==> config.mk <==
export PLATFORM = sky130hd
export DESIGN_NAME = mem_arbiter
export DESIGN_NICKNAME = d
export VERILOG_FILES = /design/src/rtl/mem_arbiter_pkg.sv /design/src/rtl/mem_arbiter.sv
export SDC_FILE = /design/constraint.sdc
export NUM_CORES = 1
export LEC_CHECK = 0
export CAP_MARGIN = 20
export CORE_ASPECT_RATIO = 1.5
export CORE_MARGIN = 5
export CORE_UTILIZATION = 41
export CTS_CLUSTER_DIAMETER = 150
export DETAILED_ROUTE_END_ITERATION = 16
export PLACE_DENSITY = 0.86
export SYNTH_ARGS = -nofsm -noshare
export SYNTH_HDL_FRONTEND = slang
export SYNTH_SLANG_ARGS = --single-unit
==> constraint.sdc <==
create_clock -name clk -period 9.2 [get_ports clk]
set_input_delay 1.38 -clock clk [delete_from_list [all_inputs] [get_ports clk]]
set_output_delay 1.38 -clock clk [all_outputs]
set_load 0.05 [all_outputs]
==> src/rtl/mem_arbiter_pkg.sv <==
// Shared types and constants for the instruction/data memory arbiter.
// Request/response bundles match the native memory port layout.
package mem_arbiter_pkg;

   localparam int unsigned STARVE_LIMIT_DEFAULT = 4;

   typedef enum logic [1:0] {
      IDLE,
      BUSY_I,
      BUSY_D
   } arb_state_t;

   typedef struct packed {
      logic        mem_valid;
      logic        mem_instr;
      logic [31:0] mem_addr;
      logic [31:0] mem_wdata;
      logic [3:0]  mem_wstrb;
   } mem_in_type;

   typedef struct packed {
      logic        mem_ready;
      logic [31:0] mem_rdata;
   } mem_out_type;

   typedef struct packed {
      arb_state_t state;
      logic [3:0] starve;
      logic       abandoned;
      mem_in_type req;
   } mem_arb_reg_type;

   localparam mem_arb_reg_type init_mem_arb_reg = '{
      state:     IDLE,
      starve:    '0,
      abandoned: 1'b0,
      req:       '0
   };

endpackage

==> src/rtl/mem_arbiter.sv <==
// Shares one native memory port between fetch and data requesters.
// Data has priority; a starvation counter bounds how long a fetch can wait.
module mem_arbiter
   import mem_arbiter_pkg::*;
#(
   parameter int unsigned STARVE_LIMIT = STARVE_LIMIT_DEFAULT
) (
   input  logic        clk,
   input  logic        rst,
   input  mem_in_type  imem_in,
   output mem_out_type imem_out,
   input  mem_in_type  dmem_in,
   output mem_out_type dmem_out,
   output mem_in_type  mem_in,
   input  mem_out_type mem_out
);

   localparam logic [3:0] LIMIT = 4'(STARVE_LIMIT);

   mem_arb_reg_type r;
   mem_arb_reg_type v;

   logic        busy;
   logic        owner_valid;
   logic [31:0] owner_addr;
   logic        same_req;
   logic        deliver;
   logic        i_pend;
   logic        d_pend;

   always_comb begin
      v           = r;
      owner_valid = 1'b0;
      owner_addr  = '0;
      case (r.state)
         BUSY_I: begin
            owner_valid = imem_in.mem_valid;
            owner_addr  = imem_in.mem_addr;
         end
         BUSY_D: begin
            owner_valid = dmem_in.mem_valid;
            owner_addr  = dmem_in.mem_addr;
         end
         default: ;
      endcase

      busy     = (r.state != IDLE);
      same_req = owner_valid && (owner_addr == r.req.mem_addr);
      deliver  = busy && mem_out.mem_ready && !r.abandoned && same_req;

      // A request whose response is being delivered right now is complete,
      // so it must not be re-arbitrated in its own ready cycle.
      i_pend = imem_in.mem_valid && !(deliver && (r.state == BUSY_I));
      d_pend = dmem_in.mem_valid && !(deliver && (r.state == BUSY_D));

      if (busy && !mem_out.mem_ready && !same_req) begin
         v.abandoned = 1'b1;
      end

      if (!busy || mem_out.mem_ready) begin
         v.abandoned = 1'b0;
         if (d_pend && (!i_pend || (r.starve != LIMIT))) begin
            v.state  = BUSY_D;
            v.req    = dmem_in;
            v.starve = i_pend ? r.starve + 4'd1 : 4'd0;
         end else if (i_pend) begin
            v.state  = BUSY_I;
            v.req    = imem_in;
            v.starve = '0;
         end else begin
            v.state = IDLE;
            v.req   = '0;
         end
      end

      imem_out.mem_rdata = mem_out.mem_rdata;
      dmem_out.mem_rdata = mem_out.mem_rdata;
      imem_out.mem_ready = deliver && (r.state == BUSY_I);
      dmem_out.mem_ready = deliver && (r.state == BUSY_D);
      mem_in             = r.req;
   end

   always_ff @(posedge clk) begin
      if (rst) begin
         r <= init_mem_arb_reg;
      end else begin
         r <= v;
      end
   end

endmodule

# Word level (Yosys, flattened, before mapping)
# Index checks and enable logic that the tools add are counted.
dict set report totals {
  regBits 77
  inputBits 175
  output_inout_bits 136
  wordCells 45
}
dict set report classes {
  addsub 1
  eq_ne 4
  n_mux 8
  reduce_logical 24
}
# op n
set op_table {}
lappend op_table {{2-to-1 mux 70 bit} 2}
lappend op_table {{case mux 32 bit (2 select lines)} 1}
lappend op_table {{equality test 32 bit} 1}
lappend op_table {{logical AND 1 bit} 11}
lappend op_table {{2-to-1 mux 4 bit} 2}
lappend op_table {{logical NOT 1 bit} 7}
lappend op_table {{2-to-1 mux 6 bit} 1}
lappend op_table {{adder 4 x 1 -> 4 bit, second input constant} 1}
lappend op_table {{inequality test 4 x 3 -> 1 bit, second input constant} 1}
lappend op_table {{nonzero test 2 bit} 2}
lappend op_table {{equality test 2 x 1 -> 1 bit, second input constant} 1}
lappend op_table {{equality test 2 bit, second input constant} 1}
lappend op_table {{logical OR 1 bit} 2}
lappend op_table {{case mux 1 bit (2 select lines)} 1}
lappend op_table {{AND reduction 2 bit} 1}
lappend op_table {{OR reduction 2 bit} 1}
lappend op_table {{2-to-1 mux 1 bit} 1}

# Logic depth before layout (Yosys ltp)
dict set report logic_depth {
  ltp_word 13
  mapped_depth 15
  mapped_depth_nobuf 11
}

# Least setup slack after synthesis
# Ideal clock, no wire load.
dict set report synth_timing {
  path_type {input to output}
  from {input port dmem_in[47] (netlist name)}
  to {output port dmem_out[32] (netlist name)}
  arrival_time_ns 3.094
  required_time_ns 7.820
  setup_slack_ns 4.726
  stages 8
  path_buffers 0
  cell_sequence {a22o_1 > and3_1 > nor4b_1 > nand4b_1 > nor2_1 > nand3_1 > nor4_1 > and3_1}
}
# item line_no
set synth_lines {}
lappend synth_lines {{start, declared} mem_arbiter.sv:12} ;# input mem_in_type dmem_in,
lappend synth_lines {{end, declared} mem_arbiter.sv:13} ;# output mem_out_type dmem_out,

==> impl_metrics.yaml <==
outcome:
  status: "completed"
worst_setup_path:
  required_ns: 7.82
  critical_path_class: "reg -> out"
  worstSetupEndpointType: "output pin"
  crit_path_max_fanout: 31
  critPathLaunchType: "flip-flop"
  arrival_ns: 4.62
logic_synthesis:
  ys_ff_latch: 77
  synthesis.nets: 752
  synth_area_um2: 5235
  yosysTopAreaCellShare_pct: 29.45
  yosys-top-cells-area: "dfxtp_1 29%, buf_4 19%, a221o_1 13%"
  synth.distinct_cells: 53
  netlist_instances: 572
  synthArstFlopShare_pct: 0
  yosys_warnings: 0
  yosysTopAreaCell: "dfxtp_1"
  synth-main-ff-cell: "dfxtp_1"
  synth-seq-area-share_pct: 29.45
  synth_enable_flop_cells: 0
  syn_avg_cell_area_um2: 9.152
floorplan:
  start_util_pct: 41.84
  ios: 311
  die_w_um: 102.3
  die_h_um: 148.4
  core-area_um2: 12510
  dieArea_um2: 15170
  core.rowCount: 50
cts:
  htreeDepth: 3
  cts_hold_buf: 0
  post_cts_resized: 0
  numCtsBuffers: 9
  clockBufferDepth: 2
  postCtsSetupRepairBufs: 0
  cts_root_buf: "clkbuf_16"
  cts_sinks: 77
  cts_tree: "yes"
  clk_pin_slew_ns: 0.05
  clk_latency_ns: 0.33
timing:
  fin_crit_ns: 5.997
  worst_hold_slack_ns: 0.4955
  finalCritPeriodShare_pct: 65.19
  slew_viol_final: 0
  rsz0062_at_grt: "no"
  hold_viol: 0
  finalSetupViolCount: 0
  tightest_slew_ns: 1.025
  finClkSkew_ns: 0.007844
  fin_setup_tns_ns: 0
  max_freq_ghz: 0.1667
  relSlewSlack_pct: 31.70
pwr:
  power_density_nw_per_um2: 156.0
  peakVddDrop_mv: 0.06949
  leakage_nw: 2.491
global_routing:
  grt_max_degree: 44
  globalRouteOverflowTotal: 0
  grt_pass1_vias: 4789
  grtUsageTotal_pct: 22.86
  grt_pass1_wl_mm: 26.34
  antenna_found_initial: 0
placement:
  numPortBuffers: 214
  place_congestion: 0.8579
  hpwl_mm: 13.97
cells_and_area:
  fillers: 1098
  diodes: 0
  regArea_um2: 1541
  syn2layout_area_growth_pct: 27.84
  multi_input_area_um2: 2424
  nNetsFinal: 817
  drive_gt1_share_pct: 5.304
detailed_routing:
  antenna_left: 0
  wirelength_mm: 18.21
  avgRoutedWirePerCell_um: 22.85
  drc: 0
  dr.first_iter.drc_count: 198
  drt_first_pass_iters: 4
  viasPerCell: 5.797
  vias: 4620
run:
  cap_violations: 0
worst_hold_path:
  hold_class: "reg -> reg"
[worst paths after layout]
kind / start / endpoint / slack, ns / cells after the start
max: r[75] / imem_out[32] / 3.20 / 11
min: r[76] / r[76] / 0.50 / 1
max reg2reg: r[75] / mem_in[9] / 4.04 / 13
min reg2reg: r[76] / r[76] / 0.50 / 1
[report_power, final]
group / total (mW) / switching [mW] / internal, mW
clock network: 0.347 / 0.140 / 0.207
logic: 0.320 / 0.178 / 0.142
registers: 0.377 / 0.0189 / 0.358
[worst max-delay path, cell delays in order (launching register included)]
cell and delay (ns):
dfxtp_1 0.36, inv_1 0.08, ha_1 0.97, inv_2 0.42
nor2_1 0.23, xnor2_1 0.23, nand4b_1 0.16, nor2_1 0.11
nand3_1 0.10, nor4_1 0.58, and3_1 0.25, clkdlybuf4s50_1 0.80
[cell type report]
class | instances | share of cell area (%)
repair buffers | 222 | 33.13
clock inverters | 5 | 0.7852
flip-flops and latches | 77 | 23.03
clock buffers | 10 | 3.421
multi-input cells | 318 | 36.21
well taps | 156 | 2.916
inverters | 9 | 0.5048
[stage by stage]
step	utilization [%]	total power, mW	setup slack [ns]	instances	cell area [um2]
final	53.49	1.044	3.203	797	6693
after global routing	53.49	1.082	2.888	797	6693
after detailed placement	51.00	0.7005	3.335	780	6381
after CTS	53.25	1.051	3.214	795	6663
after global placement	51.00	0.6934	3.303	780	6381
after floorplan	-	0.6684	4.726	572	5235
[cell usage in the layout, fill, tap and decap left out, drive strengths merged, types with 6 or more instances in the layout]
cell type,count
buf,8
nor4,6
a21boi,8
nor2,14
dfxtp,77
and2,70
a22oi,18
nand2,6
nor4b,6
and3,9
nand3,6
clkdlybuf4s50,214
o21ai,10
a22o,15
xnor2,8
inv,9
clkbuf,10
a21oi,9
a221o,69
nand4,6
nor2b,6
nor3,10
[layer usage]
| layer | vias up | GRT usage (%) | wire length (um) | part of all wire, % |
|---|---|---|---|---|
| li1 | 2102 | - | - | - |
| met1 | 2169 | 21.94 | 5633 | 31 |
| met2 | 282 | 39.23 | 9296 | 51 |
| met3 | 67 | 11.26 | 2438 | 13 |
| met4 | 0 | 12.48 | 842 | 4.6 |
| met5 | - | 0 | 0 | 0 |
[cell usage after synthesis (2+ instances only)]
master	n
a221o_1	69
a22o_1	15
and2_1	70
nor4_1	6
nor3b_1	5
clkbuf_1	11
nor3_1	6
a21oi_1	9
buf_2	10
ha_1	5
nor3_2	3
dfxtp_1	77
xor2_1	2
and3_1	9
a21boi_0	7
nand3_1	6
xnor2_1	8
nand2_1	6
o2111ai_1	2
inv_1	8
nor4b_1	6
o21a_1	4
a22oi_1	17
nor2_1	14
o22a_1	2
a21o_1	2
nand4_1	6
o21ai_0	7
buf_4	134
buf_6	12
nand3b_1	5
nor2b_1	6
nand4b_1	3
[registers in the layout, summed over array words and instances, names as in the netlist]
name and flops:
mem_in 70, r 7
[kinds of logic (layout without fill, tap and decap cells)]
kind of cell,Yosys count,count (layout),share of synthesized area [%]
DFF,77,77,29.45
xor gates and xnor gates,10,10,1.673
buffers and inverters,177,246,24.47
AOI/OAI and AO/OA,144,144,24.07
muxes,1,1,0.1912
and+or+nand+nor,158,158,18.95
adders and majority gates,5,5,1.195
Note: power is estimated with default switching activity, not from simulation.
